## src/rtl/pipe_stage_reg.sv

```systemverilog
// Parametrised pipeline boundary register: payload + valid, with stall/bubble/flush handling and hold-age tracking.
// Optional bubble/flush performance counters are built when PIPE_STAGE_PERF_EN is defined.
module pipe_stage_reg #(
    parameter int                 DATA_W   = 128,
    parameter int                 STALL_W  = 6,
    parameter int                 STAGE    = 3,
    parameter logic [DATA_W-1:0]  NOP_DATA = {DATA_W{1'b0}},
    parameter int                 AGE_W    = 4,
    parameter int                 CNT_W    = 16
) (
    input  logic                clk,
    input  logic                rst,
    input  logic [STALL_W-1:0]  stall,
    input  logic                flush,
    input  logic                in_valid,
    input  logic [DATA_W-1:0]   in_data,
    output logic                out_valid,
    output logic [DATA_W-1:0]   out_data,
    output logic                out_fresh,
    output logic [AGE_W-1:0]    hold_age,
    output logic [CNT_W-1:0]    bubble_cnt,
    output logic [CNT_W-1:0]    flush_cnt
);

    typedef enum logic [1:0] {
        ACT_ADVANCE,
        ACT_BUBBLE,
        ACT_HOLD,
        ACT_FLUSH
    } act_e;

    localparam logic [AGE_W-1:0] AGE_MAX = {AGE_W{1'b1}};

    logic up;
    logic dn;
    act_e act;

    assign up = stall[STAGE];
    assign dn = stall[STAGE+1];

    // Only the producer and consumer stall bits matter; the rest of the bus is shared with other boundaries.
    logic unused_stall;
    assign unused_stall = ^stall;

    // NOTE: act gets a default before any branch so no path leaves it unassigned (no latch).
    always_comb begin
        act = ACT_ADVANCE;
        if (flush)
            act = ACT_FLUSH;
        else if (up && !dn)
            act = ACT_BUBBLE;
        else if (up && dn)
            act = ACT_HOLD;
    end

    // NOTE: sequential state uses non-blocking assignments so every register samples pre-edge values.
    always_ff @(posedge clk) begin
        if (rst) begin
            out_valid <= 1'b0;
            out_data  <= NOP_DATA;
            out_fresh <= 1'b0;
            hold_age  <= '0;
        end else begin
            unique case (act)
                ACT_FLUSH, ACT_BUBBLE: begin
                    out_valid <= 1'b0;
                    out_data  <= NOP_DATA;
                    out_fresh <= 1'b0;
                    hold_age  <= '0;
                end
                ACT_HOLD: begin
                    out_fresh <= 1'b0;
                    if (!out_valid)
                        hold_age <= '0;
                    else if (hold_age != AGE_MAX)
                        hold_age <= hold_age + 1'b1;
                end
                default: begin
                    out_valid <= in_valid;
                    out_data  <= in_valid ? in_data : NOP_DATA;
                    out_fresh <= in_valid;
                    hold_age  <= '0;
                end
            endcase
        end
    end

`ifdef PIPE_STAGE_PERF_EN
    localparam logic [CNT_W-1:0] CNT_MAX = {CNT_W{1'b1}};

    always_ff @(posedge clk) begin
        if (rst) begin
            bubble_cnt <= '0;
            flush_cnt  <= '0;
        end else begin
            if (act == ACT_BUBBLE && bubble_cnt != CNT_MAX)
                bubble_cnt <= bubble_cnt + 1'b1;
            // Only real instructions count as killed; flushing an empty slot is free.
            if (act == ACT_FLUSH && out_valid && flush_cnt != CNT_MAX)
                flush_cnt <= flush_cnt + 1'b1;
        end
    end
`else
    assign bubble_cnt = '0;
    assign flush_cnt  = '0;
`endif

    // Consumer stalled while producer runs would overwrite an entry the consumer still needs.
    always_ff @(posedge clk) begin
        if (!rst) begin
            assert (!(dn && !up))
            else $warning("pipe_stage_reg STAGE=%0d: illegal stall combination (consumer stalled, producer running)", STAGE);
        end
    end

endmodule

```

## config.mk

```make
export PLATFORM = sky130hd
export DESIGN_NAME = pipe_stage_reg
export DESIGN_NICKNAME = d
export VERILOG_FILES = /design/src/rtl/pipe_stage_reg.sv
export SDC_FILE = /design/constraint.sdc
export NUM_CORES = 1
export LEC_CHECK = 0
export ABC_AREA = 1
export CORE_AREA = 4 4 141 103
export DETAILED_ROUTE_END_ITERATION = 10
export DIE_AREA = 0 0 145 107
export PLACE_DENSITY = 0.84
export SLEW_MARGIN = 20
export SYNTH_ARGS = -nofsm -noshare
export SYNTH_HDL_FRONTEND = slang
export SYNTH_SLANG_ARGS = --single-unit
```

## constraint.sdc

```tcl
create_clock -name clk -period 2.7 [get_ports clk]
set_input_delay 0.54 -clock clk [delete_from_list [all_inputs] [get_ports clk]]
set_output_delay 0.54 -clock clk [all_outputs]
set_load 0.01 [all_outputs]
```

# --- Yosys cells after proc, flatten, opt, wreduce, memory -nomap -nowiden ---
# Index checks and enable logic that the tools add are counted.
# W data, S select, Z words.
word_totals:
  memories: 0
  wordCells: 23
  ram_bits: 0
  out_inout_bits: 166
  input_bits: 138
  mem_bits_ro: 0
  latch_bits: 0
  regBits: 134
classes:
  div_mod_pow: 0
  order_cmp: 0
  n_eq_ne: 4
  n_mux: 6
  addsub: 1
  reduce_logical: 6
  shift: 0
  n_mul: 0
  n_bitwise: 2
op_table:
  columns: ["op", "count"]
  rows:
  - ["$pmux W128 S2", 1]
  - ["$mux W128", 1]
  - ["$mux W2", 3]
  - ["$add A4 B1 Y4 const B", 1]
  - ["$eq A2 B2 Y1 const B", 2]
  - ["$ne A4 B4 Y1 const B", 1]
  - ["$reduce_or A4 Y1", 1]
  - ["$reduce_or A3 Y1", 1]
  - ["$eq A2 B1 Y1 const B", 1]
  - ["$logic_and A1 B1 Y1", 2]
  - ["$not A1 Y1", 2]
  - ["$pmux W1 S2", 1]
  - ["$reduce_or A2 Y1", 1]
  - ["$logic_not A1 Y1", 1]

# --- Depth between registers and ports, before layout ---
# Gate-level depths: netlist of the first run.
depth:
  ltp_word: 7
  ltp_mapped: 9
  mapped_depth_nobuf: 7

# --- Least setup slack after synthesis of the first run ---
# OpenSTA, ideal clock, no wires.
synth_path:
  kind: "input -> register"
  start: "input port stall[4]"
  end: "register out_data[91]"
  setup_ns: 0.058
  slack_ns: 1.145
  path_buffers: 2
  arrival_ns: 1.497
  cell_stages: 8
  required_ns: 2.642
  path_cell_list: "inv_1 a21oi_1 ha_1 nor2_2 buf_2 buf_4 nand4_1 nand2_1"
synth_between:
  elab_chain_len: 7
  elab_cells_between_ends: 11
  cone_classes: "3 x eq/ne; 4 x mux; 4 x reduce/logical"
synth_rtl:
  columns: ["item", "line", "rtl"]
  rows:
  - ["start, declared", "13", "input logic [STALL_W-1:0] stall,"]
  - ["$logic_and A1 B1 Y1 or $logic_not A1 Y1 (tied branches)", "52, 50", null]
  - ["$mux W2 or $logic_and A1 B1 Y1 (tied branches)", "52, 50", null]
  - ["$mux W2 *", "50", "else if (up && !dn)"]
  - ["$mux W2 *", "48", "if (flush)"]
  - ["$eq A2 B2 Y1 or $eq A2 B1 Y1 (tied branches)", "64", "unique case (act)"]
  - ["$reduce_or A2 Y1", "64", null]
  - ["$pmux W128 S2", "64", null]
  - ["end signal, assigned", "80", "out_data <= in_valid ? in_data : NOP_DATA;"]
  - ["end, declared", "18", "output logic [DATA_W-1:0] out_data,"]
# Every way passes the cells marked *; elsewhere a longest branch is shown, timed or not.
# A chain may end at the register's enable or synchronous reset.

# --- Worst setup path after layout of the first run ---
layout_path:
  start: "register hold_age[3]"
  end: "output port hold_age[3]"
layout_lines:
  columns: ["item", "line", "rtl"]
  rows:
  - ["start, declared", "20", "output logic [AGE_W-1:0] hold_age,"]
  - ["start signal, assigned", "76", "hold_age <= hold_age + 1'b1;"]
# No word-level cell between the ends.

==> results of run 1 <==
[final cells by class]
cell class / instances / area [um^2]
flip-flops and latches: 134 / 2683
repair buffers: 279 / 2850
multi-input cells: 450 / 2067
clock buffers: 21 / 470.5
inverters: 8 / 30.03
fillers: 1062 / 4553
clock inverters: 10 / 145.1
well taps: 166 / 207.7
[stage by stage]
stage               cell area, um^2  setup WS (ns)  power [mW]
floorplan                      5284          1.145       2.340
global placement               7838         0.4189       2.654
detailed placement             7838         0.4087       2.659
CTS                            8453         0.7513       5.058
global route                   8453         0.7140       5.180
finish                         8453         0.7840       5.006
[state kept, by name (all words and copies together), names as in the netlist]
signal / cells
out_data: 128
out_valid: 1
out_fresh: 1
hold_age: 4
[cell usage after synthesis]
| cell | instances | area [um^2] |
|---|---|---|
| sky130_fd_sc_hd__ha_1 | 2 | 25.02 |
| sky130_fd_sc_hd__inv_2 | 1 | 3.750 |
| sky130_fd_sc_hd__clkbuf_1 | 3 | 11.26 |
| sky130_fd_sc_hd__a21oi_1 | 1 | 5.000 |
| sky130_fd_sc_hd__dfxtp_1 | 134 | 2683 |
| sky130_fd_sc_hd__inv_1 | 7 | 26.28 |
| sky130_fd_sc_hd__nor2_1 | 9 | 33.78 |
| sky130_fd_sc_hd__buf_2 | 49 | 245.2 |
| sky130_fd_sc_hd__nand3_1 | 3 | 15.01 |
| sky130_fd_sc_hd__nand4_1 | 129 | 807.0 |
| sky130_fd_sc_hd__buf_4 | 36 | 270.3 |
| sky130_fd_sc_hd__nand2_1 | 269 | 1010 |
| sky130_fd_sc_hd__nor2_2 | 3 | 18.77 |
| sky130_fd_sc_hd__conb_1 | 1 | 3.750 |
| sky130_fd_sc_hd__o21ai_0 | 2 | 10.01 |
[worst register-to-register path, cell delays in order (launching register included)]
cell,delay [ns]
sky130_fd_sc_hd__dfxtp_1,0.38
sky130_fd_sc_hd__ha_1,0.22
sky130_fd_sc_hd__nand3_1,0.12
sky130_fd_sc_hd__nand2_1,0.09
sky130_fd_sc_hd__nand2_1,0.06
sky130_fd_sc_hd__nor2_1,0.08
[kinds of logic after synthesis]
logic type,count (synthesis),share of synthesized area [%]
AND/OR/NAND/NOR,413,36.46
flip-flops,134,51.91
buffers and inverters,96,10.77
AO/OA/AOI/OAI,3,0.2905
adder cells (fa/ha/maj),2,0.4842
other,1,0.07257
[where the power goes]
group / leakage (nW) / internal, mW / switching (mW)
combinational: 2.32 / 0.304 / 0.261
sequential: 1.09 / 2.03 / 0.0250
clock: 0.296 / 1.53 / 0.857
[final timing paths]
| path | from | to | slack (ns) |
|---|---|---|---|
| worst max-delay path | hold_age[3] | hold_age[3] | 0.78 |
| worst min-delay path | out_data[65] | out_data[65] | 0.45 |
| worst max register to register | hold_age[0] | hold_age[1] | 1.68 |
| worst min register to register | out_data[65] | out_data[65] | 0.45 |
[per-layer routing]
layer,routed length [um],up-vias
li1,-,2594
met1,6539,2359
met2,8105,200
met3,1481,22
met4,248,0
met5,0,-
==> results summary, run 1 <==
Traced cell by cell, the critical path runs through clkdlybuf4s50_1. The run finished with clean final reports. The number of instances in the synthesized netlist is 649. The total number of cells along the worst setup path came out at 1.

The worst-case IR drop observed on VDD is 0.3853 mV. The final clock period utilization by the worst path came out at 70.96%. The top cell types in the final layout, fill and taps aside, are sky130_fd_sc_hd__nand2_1 (268), sky130_fd_sc_hd__clkdlybuf4s50_1 (267), sky130_fd_sc_hd__dfxtp_1 (134), sky130_fd_sc_hd__nand4_1 (129), sky130_fd_sc_hd__conb_1 (32). Row generation in the floorplan step produced 35 rows. For this design, the slowest cell found on the critical path is sky130_fd_sc_hd__clkdlybuf4s50_1. Counting cells, the worst reg-to-reg path comes to 5. Setup violations remaining at the end of the flow were counted as 0. The power density over cell area came out at 592.2 mW/mm^2. The post-synthesis area per instance is 7.962 um^2. Leaving out fill and tap cells, the most frequent cell in the layout is sky130_fd_sc_hd__nand2_1. The height of the chip is 107 um.

The total routed wirelength is 16.38 mm. The final hold violation count is 0. The all-layer global routing usage is 20.37%. The combined area of all synthesized cells is 0.005167 mm^2.

The clock tree skew after final layout is 0.003421 ns. STA classifies the critical path endpoint as an output pin. The reported max-cap violation count came out at 0. The number of hold buffers added after cts came out at 0. The final count of pins violating max slew is 0. The data required time at the worst endpoint came out at 2.16 ns. The die span in x is 145 um. The area of the die came out at 0.01552 mm^2.

Setup repair after global routing left no endpoint under its margin. The final weighted congestion in routability-driven placement is 0.7785. The layout net count is 1030. The count of routing violations after the opening detailed-route iteration is 232.

Compared with the post-synthesis result, the final layout area differs by 63.58%. Buffers inserted during clock tree synthesis total 17. The static leakage came out at 3.706 nW. The placed wire-length estimate after detailed placement is 11.50 mm. The number of global-route vias before repair came out at 5027. Clock tree synthesis selected as its root buffer the cell sky130_fd_sc_hd__clkbuf_16. For this run, design rule violations remaining after detail routing come to 0.

The pin count of the biggest net entering global routing came out at 69. Adding up every negative setup slack in the final design gives 0 ns. The netlist uses 15 different library cells. The per-cell routed wire length came out at 15.33 um. The setup path with the least slack is of type flip-flop to output pin. The final core area utilization is 64.99%.

Yosys printed 0 warnings. The met3 capacity usage during global routing is 8.450%. Including well taps, the total number of placed cells is 1037. For this run, the detailed router's first-pass iteration total came to 5.

The shortest period the worst path allows is 1.916 ns. The number of antenna violations at the first check in global routing is 0. STA classifies the critical path startpoint as a flip-flop.

After synthesis the netlist holds a flip-flop and latch count of 134. The largest stage delay on the critical path came out at 0.57 ns. The number of cells upsized or downsized after cts is 0.

The total overflow left after global routing is 0. The fraction of final layout cells with drive strength greater than 1 is 5.211%. In this run the most used layer during global routing was met2. The number of levels in the clock H-tree is 4. Counting both buffers and inverters, the worst setup path holds a total of 1. The antenna violation net count after detailed routing is 0. The clock latency reported for the late side of the worst-skew pair came out at 0.40 ns. TritonCTS built the clock tree. The routed layout has 5175 vias. The first-pass GRT wire length is 25.71 mm. The CTS sink count is 134.

The fmax is 521.9 MHz. The via count normalized by instance count came out at 4.846. The final hold slack came out at 0.4481 ns. The routing usage on met1 came out at 23.75%. The clock slew at the register clock pins of the worst setup and hold paths is 0.06 ns.

The initial cell density of the core came out at 39.73%. In this run the worst path has a maximum fanout of 6. The kind of cell with the highest combined delay along the critical path is buffers and inverters. The count of input and output buffers is 267.

The number of setup buffers added after CTS came out at 0. The data arrival time at the worst-slack endpoint came out at 1.38 ns. The number of diodes added for antenna fixing came out at 0. The classification of the worst-slack hold path is flip-flop to flip-flop.

The worst hold path passes through 2 cells. The number of ports placed on the die boundary came out at 304. The finished layout holds 1068 standard cells, fillers aside. The met2 layer usage reported by global route is 34.47%. In this run the standard cell core region covers 0.01301 mm^2. The sequential area share after synthesis is 51.91%.

The clock tree buffer depth is 2.
(Power assumes the default switching activity.)
==> inputs of run 2 (changes only) <==
--- a/config.mk
+++ b/config.mk
@@ -6,10 +6,10 @@
 export NUM_CORES = 1
 export LEC_CHECK = 0
 export ABC_AREA = 1
-export CORE_AREA = 4 4 141 103
+export CORE_AREA = 4 4 145 105
 export DETAILED_ROUTE_END_ITERATION = 10
-export DIE_AREA = 0 0 145 107
-export PLACE_DENSITY = 0.84
+export DIE_AREA = 0 0 149 109
+export PLACE_DENSITY = 0.81
 export SLEW_MARGIN = 20
 export SYNTH_ARGS = -nofsm -noshare
 export SYNTH_HDL_FRONTEND = slang
==> constraint.sdc (replaced) <==
create_clock -name clk -period 2 [get_ports clk]
set_input_delay 0.4 -clock clk [delete_from_list [all_inputs] [get_ports clk]]
set_output_delay 0.4 -clock clk [all_outputs]
set_load 0.01 [all_outputs]
==> results summary, run 2 (synthesized netlist as in run 1, its figures left out) <==
The aggregate global routing overflow is 0 (unchanged). The sum of buffers and inverters on the critical path is 1 (unchanged). The kind of cell adding the most delay to the critical path was buffers and inverters (unchanged). The CTS sink count is 134 (unchanged). The clock root buffer was sky130_fd_sc_hd__clkbuf_16 (unchanged). The pin count of the biggest net entering global routing came out at 69 (unchanged).

The number of setup violations in the final report is 0 (unchanged). The detailed-router iteration count before antenna repair came out at 6 (was 5). The number of flip-flops in the largest register came out at 128 (unchanged). The fraction of final layout cells with drive strength greater than 1 came out at 5.837% (was 5.211%). The via count normalized by instance count was 4.736 (was 4.846). The number of hold buffers added after cts came out at 0 (unchanged). The startpoint-to-endpoint class of the critical path was flip-flop to output pin (unchanged).

The endpoint kind of the worst setup timing path is an output pin (unchanged). The shortest period the worst path allows came out at 1.806 ns. The element type at the critical path start is a flip-flop (unchanged). The data arrival time at the worst-slack endpoint came out at 1.41 ns (was 1.38 ns). The via count of the routed design came out at 5200 (was 5175). The post-route cell area is 0.008615 mm^2 (was 0.008453 mm^2).

The largest register by flop count is out_data (unchanged). The layout net count came to 1037 (was 1030). The final total negative setup slack came out at 0 ns (unchanged). The power density over cell area is 830.0 mW/mm^2 (was 592.2 mW/mm^2).

Top library cells by usage in the layout, fill and taps aside: sky130_fd_sc_hd__nand2_1 (268), sky130_fd_sc_hd__clkdlybuf4s50_1 (267), sky130_fd_sc_hd__dfxtp_1 (134), sky130_fd_sc_hd__nand4_1 (129), sky130_fd_sc_hd__conb_1 (32) (unchanged). The antenna violation net count after detailed routing was 0 (unchanged). The total routed wirelength is 16.08 mm (was 16.38 mm). The total number of cells along the worst setup path came out at 1 (unchanged). The number of diodes added for antenna fixing came to 0 (unchanged). The number of rows created at floorplan was 36 (was 35). The clock latency reported for the late side of the worst-skew pair is 0.40 ns (about the same). The number of setup buffers added after CTS came out at 0 (unchanged).

The number of cells upsized or downsized after cts is 0 (unchanged). The area growth from synthesis to layout came to 66.71% (was 63.58%). The height of the chip is 109 um (was 107 um). The startpoint of the worst register-to-register path is hold_age[0] (unchanged). Largest registers in the final layout: out_data x128, hold_age x4 (unchanged). The die span in x was 149 um (was 145 um). The final weighted congestion in routability-driven placement was 0.7840 (was 0.7785). The reported max-cap violation count is 0 (unchanged). Series of cell instances along the critical path: clkdlybuf4s50_1 (unchanged). The first-pass GRT wire length came out at 24.76 mm (was 25.71 mm).

The reg-to-reg critical path endpoint is hold_age[1] (unchanged). The static leakage is 3.777 nW (was 3.706 nW). The number of remaining DRC errors came to 0 (unchanged). The start point of the worst min-delay path is out_data[117] (was out_data[65]).

The number of antenna violations at the first check in global routing was 0 (unchanged). The final clock period utilization by the worst path came out at 90.32%. The all-layer global routing usage is 18.89% (was 20.37%). The final hold violation count came out at 0 (unchanged). The worst-case vdd ir drop was 0.5479 mV (was 0.3853 mV).

The final count of pins violating max slew came out at 0 (unchanged). The data required time at the worst endpoint came out at 1.60 ns (was 2.16 ns). The area of the die was 0.01624 mm^2 (was 0.01552 mm^2). Setup repair after global routing missed its margin: no (unchanged).

The placed wire-length estimate after detailed placement is 11.32 mm (was 11.50 mm). The cell depth of the worst flop-to-flop path came to 5 (unchanged). The cell count after placement is 1068 (was 1037). The clock tree from TritonCTS is done (unchanged). The total clock buffers created by CTS came out at 17 (unchanged). Run status: finished clean (unchanged).

The worst-path maximum fanout is 6 (unchanged). The cell at the slowest stage of the critical path was sky130_fd_sc_hd__clkdlybuf4s50_1 (unchanged). The total design power came out at 7.150 mW (was 5.006 mW). The largest stage delay on the critical path is 0.58 ns (was 0.57 ns). The clock tree buffer depth came to 2 (unchanged). The count of routing violations after the opening detailed-route iteration is 244 (was 232). The number of cells on the worst hold path came to 2 (unchanged).

The count of input and output buffers is 267 (unchanged). The worst reg-to-reg setup slack is 0.98 ns (was 1.68 ns). The number of global-route vias before repair is 4867 (was 5027). The most common library cell in the layout ignoring fill and taps was sky130_fd_sc_hd__nand2_1 (unchanged).

The placeable core region is 0.01378 mm^2 (was 0.01301 mm^2). The classification of the worst-slack hold path is flip-flop to flip-flop (unchanged). The clock slew at the register clock pins of the worst setup and hold paths is 0.06 ns (about the same).

The per-cell routed wire length is 14.64 um (was 15.33 um). The number of ports placed on the die boundary is 304 (unchanged). The clock tree skew after final layout is 0.001605 ns (was 0.003421 ns).

The initial cell density of the core came out at 37.49% (was 39.73%). The cell area after placement is 0.007933 mm^2 (was 0.007838 mm^2). The number of levels in the clock H-tree is 4 (unchanged). The fmax is 553.6 MHz. The hold-critical path endpoint was out_data[117] (was out_data[65]). The final cell count without fillers came out at 1098 (was 1068).
[run 2: cell types whose count changed in the layout (fill, tap and decap cells not counted)]
cell and change:
sky130_fd_sc_hd__clkinv_2 -1, sky130_fd_sc_hd__bufinv_16 +4, sky130_fd_sc_hd__buf_4 +6, sky130_fd_sc_hd__clkbuf_8 -3, sky130_fd_sc_hd__clkinv_4 +2, sky130_fd_sc_hd__buf_12 +1
sky130_fd_sc_hd__inv_6 -2, sky130_fd_sc_hd__clkinvlp_4 -1
[run 2: cell type report]
type / instances / area [um^2]
inverters: 8 / 30.03
multi-input cells: 450 / 2067
clock inverters: 12 / 252.7
clock buffers: 18 / 429.2
flip-flops and latches: 134 / 2683
well taps: 190 / 237.7
repair buffers: 286 / 2915
fillers: 1185 / 5169
[run 2: worst max path at each step]
stage	from	end	slack [ns]
6_report	hold_age[3]	hold_age[3]	0.19
5_1_grt	stall[4]	out_data[89]	0.14
4_1_cts	hold_age[3]	hold_age[3]	0.18
3_5_place_dp	stall[4]	out_data[119]	-0.11
3_3_place_gp	stall[4]	out_data[45]	-0.08
2_1_floorplan	stall[4]	out_data[91]	0.58
[run 2: through the flow]
step	hold slack (ns)	utilization, %	worst slack (ns)
4_1_cts	0.4508	62.50	0.1755
3_3_place_gp	0.4347	57.55	-0.08361
5_1_grt	0.4584	62.50	0.1350
2_1_floorplan	0.4718	-	0.5848
3_5_place_dp	0.4382	57.55	-0.1077
6_report	0.4475	62.50	0.1936
[run 2: per-layer routing]
| layer | vias to the layer above | GRT usage, % | part of all wire [%] |
|---|---|---|---|
| li1 | 2606 | - | - |
| met1 | 2380 | 23.78 | 42 |
| met2 | 199 | 30.36 | 47 |
| met3 | 15 | 7.146 | 9.0 |
| met4 | 0 | 5.617 | 1.2 |
| met5 | - | 0 | 0 |
[run 2: power by group]
group          internal [mW]  leakage [nW]  total [mW]  switching (mW)
logic                  0.422          2.36       0.773           0.351
clock network           2.46         0.326        3.60            1.15
registers               2.74          1.09        2.77          0.0334
total                   5.62          3.78        7.15            1.53
==> inputs of run 3 (changes only) <==
--- a/config.mk
+++ b/config.mk
@@ -6,10 +6,11 @@
 export NUM_CORES = 1
 export LEC_CHECK = 0
 export ABC_AREA = 1
-export CORE_AREA = 4 4 145 105
+export CORE_AREA = 2 2 143 103
 export DETAILED_ROUTE_END_ITERATION = 10
-export DIE_AREA = 0 0 149 109
+export DIE_AREA = 0 0 145 105
 export PLACE_DENSITY = 0.81
+export SETUP_SLACK_MARGIN = 0.05
 export SLEW_MARGIN = 20
 export SYNTH_ARGS = -nofsm -noshare
 export SYNTH_HDL_FRONTEND = slang
==> results summary, run 3 (synthesized netlist as in run 1, its figures left out) <==
The slack of the critical path came to 0.2242 ns (was 0.1936 ns). The clock tree from TritonCTS was done (unchanged). The final weighted congestion in routability-driven placement was 0.8291 (was 0.7840). The number of levels in the clock H-tree is 4 (unchanged). The clock slew at the register clock pins of the worst setup and hold paths came out at 0.06 ns (about the same). The total number of cells along the worst setup path came out at 1 (unchanged).

The start point of the critical path is hold_age[3] (unchanged). The via count of the routed design is 5244 (was 5200). Top library cells by usage in the layout, fill and taps aside: sky130_fd_sc_hd__nand2_1 (268), sky130_fd_sc_hd__clkdlybuf4s50_1 (267), sky130_fd_sc_hd__dfxtp_1 (134), sky130_fd_sc_hd__nand4_1 (129), sky130_fd_sc_hd__conb_1 (32) (unchanged). The area of the die came out at 0.01523 mm^2 (was 0.01624 mm^2). The detailed-router iteration count before antenna repair is 7 (was 6). The first-pass GRT wire length was 25.16 mm (was 24.76 mm). The shortest period the worst path allows came out at 1.776 ns (was 1.806 ns). The number of antenna violations at the first check in global routing was 0 (unchanged). The final count of pins violating max slew is 0 (unchanged).

The number of remaining DRC errors was 0 (unchanged). The post-route cell area came out at 0.008678 mm^2 (was 0.008615 mm^2). The number of global-route vias before repair came to 4972 (was 4867). The reported max-cap violation count came out at 0 (unchanged). The all-layer global routing usage is 20.30% (was 18.89%). The final core area utilization came out at 63.17% (was 62.50%).

Largest registers in the final layout: out_data x128, hold_age x4 (unchanged). The startpoint of the worst register-to-register path is hold_age[0] (unchanged). The total design power was 7.016 mW (was 7.150 mW). The total routed wirelength came out at 15.92 mm (was 16.08 mm). The cell depth of the worst flop-to-flop path came out at 5 (unchanged). The antenna violation net count after detailed routing came to 0 (unchanged). The cell at the slowest stage of the critical path is sky130_fd_sc_hd__clkdlybuf4s50_1 (unchanged). The classification of the worst-slack hold path is flip-flop to flip-flop (unchanged). The number of cells upsized or downsized after cts is 0 (unchanged). The element type at the critical path start is a flip-flop (unchanged).

The pin count of the biggest net entering global routing is 68 (was 69). The fraction of final layout cells with drive strength greater than 1 came out at 6.448% (was 5.837%). The endpoint kind of the worst setup timing path was an output pin (unchanged).

The final hold violation count came out at 0 (unchanged). The worst-path maximum fanout is 6 (unchanged). The cell count after placement came to 1073 (was 1068).

The number of hold buffers added after cts came to 0 (unchanged). The count of routing violations after the opening detailed-route iteration came out at 278 (was 244). The power density over cell area came out at 808.5 mW/mm^2 (was 830.0 mW/mm^2).

The count of input and output buffers came out at 267 (unchanged). The placed wire-length estimate after detailed placement came to 10.94 mm (was 11.32 mm). The area growth from synthesis to layout came out at 67.94% (was 66.71%). The number of setup buffers added after CTS is 0 (unchanged). The aggregate global routing overflow came to 0 (unchanged).

The number of rows created at floorplan is 36 (unchanged). The sum of buffers and inverters on the critical path is 1 (unchanged). The final total negative setup slack came out at 0 ns (unchanged). The largest stage delay on the critical path is 0.57 ns (was 0.58 ns).

The data required time at the worst endpoint came out at 1.60 ns (about the same). The static leakage is 3.809 nW (was 3.777 nW). The worst-case vdd ir drop is 0.5318 mV (was 0.5479 mV). The final hold slack is 0.4480 ns (was 0.4475 ns). The clock root buffer was sky130_fd_sc_hd__clkbuf_16 (unchanged).

The number of flip-flops in the largest register came to 128 (unchanged). The largest register by flop count is out_data (unchanged). The startpoint-to-endpoint class of the critical path is flip-flop to output pin (unchanged). Setup repair after global routing missed its margin: no (unchanged).

The number of diodes added for antenna fixing is 0 (unchanged). The number of ports placed on the die boundary came to 304 (unchanged). The per-cell routed wire length is 14.40 um (was 14.64 um).

Series of cell instances along the critical path: clkdlybuf4s50_1 (unchanged). The final clock period utilization by the worst path is 88.79% (was 90.32%). The total clock buffers created by CTS came to 17 (unchanged). The worst reg-to-reg setup slack came out at 0.99 ns (was 0.98 ns). The data arrival time at the worst-slack endpoint came out at 1.38 ns (was 1.41 ns). The via count normalized by instance count came out at 4.746 (was 4.736).

The placeable core region is 0.01374 mm^2 (was 0.01378 mm^2). The die span in x came out at 145 um (was 149 um). The layout net count is 1042 (was 1037). The clock latency reported for the late side of the worst-skew pair is 0.40 ns (about the same).

The initial cell density of the core came out at 37.61% (was 37.49%). The most common library cell in the layout ignoring fill and taps is sky130_fd_sc_hd__nand2_1 (unchanged). The number of setup violations in the final report is 0 (unchanged). The cell area after placement is 0.008020 mm^2 (was 0.007933 mm^2).

Run status: finished clean (unchanged). The clock tree skew after final layout came out at 0.004350 ns (was 0.001605 ns). The reg-to-reg critical path endpoint is hold_age[1] (unchanged).

The CTS sink count came out at 134 (unchanged). The pre-CTS setup slack came out at -0.1446 ns (was -0.1077 ns). The kind of cell adding the most delay to the critical path was buffers and inverters (unchanged).

The clock tree buffer depth was 2 (unchanged). The final cell count without fillers is 1105 (was 1098). The fmax was 563.1 MHz (was 553.6 MHz). The height of the chip came to 105 um (was 109 um).

The capturing instance or port of the critical path was hold_age[3] (unchanged).
==> run 3: cell count changes in the layout (fill, tap and decap cells not counted) <==
cell	before	now
sky130_fd_sc_hd__buf_12	8	12
sky130_fd_sc_hd__bufinv_16	7	5
sky130_fd_sc_hd__clkbuf_8	0	2
sky130_fd_sc_hd__buf_4	11	12
sky130_fd_sc_hd__clkbuf_1	1	2
sky130_fd_sc_hd__clkinv_2	0	1
==> run 3: worst min-delay path by stage <==
| stage | startpoint | end | slack (ns) | depth (start not counted) |
|---|---|---|---|---|
| 2_1_floorplan | rst | out_fresh | 0.47 | 1 |
| 3_3_place_gp | out_data[18] | out_data[18] | 0.44 | 2 |
| 3_5_place_dp | out_data[93] | out_data[93] | 0.44 | 2 |
| 4_1_cts | out_data[93] | out_data[93] | 0.45 | 2 |
| 5_1_grt | out_data[72] | out_data[72] | 0.46 | 2 |
| 6_report | out_data[66] | out_data[66] | 0.45 | 2 |
==> run 3: area by class of cell <==
class	instances	area [um^2]
Fill cell	1156	5060
Timing Repair Buffer	291	3003
Sequential cell	134	2683
Multi-Input combinational cell	450	2067
Clock buffer	21	460.4
Tap cell	190	237.7
Clock inverter	11	197.7
Inverter	8	30.03
==> run 3: power breakdown <==
part | internal (mW) | switching (mW) | leakage, nW
logic | 0.447 | 0.359 | 2.41
registers | 2.74 | 0.0338 | 1.09
clock network | 2.29 | 1.15 | 0.317
==> run 3: layer usage <==
| layer | global-route usage (%) | share of wire, % |
|---|---|---|
| met4 | 5.587 | 1.2 |
| met2 | 34.59 | 48 |
| met5 | 0 | 0 |
| met3 | 7.205 | 8.6 |
| met1 | 24.32 | 42 |
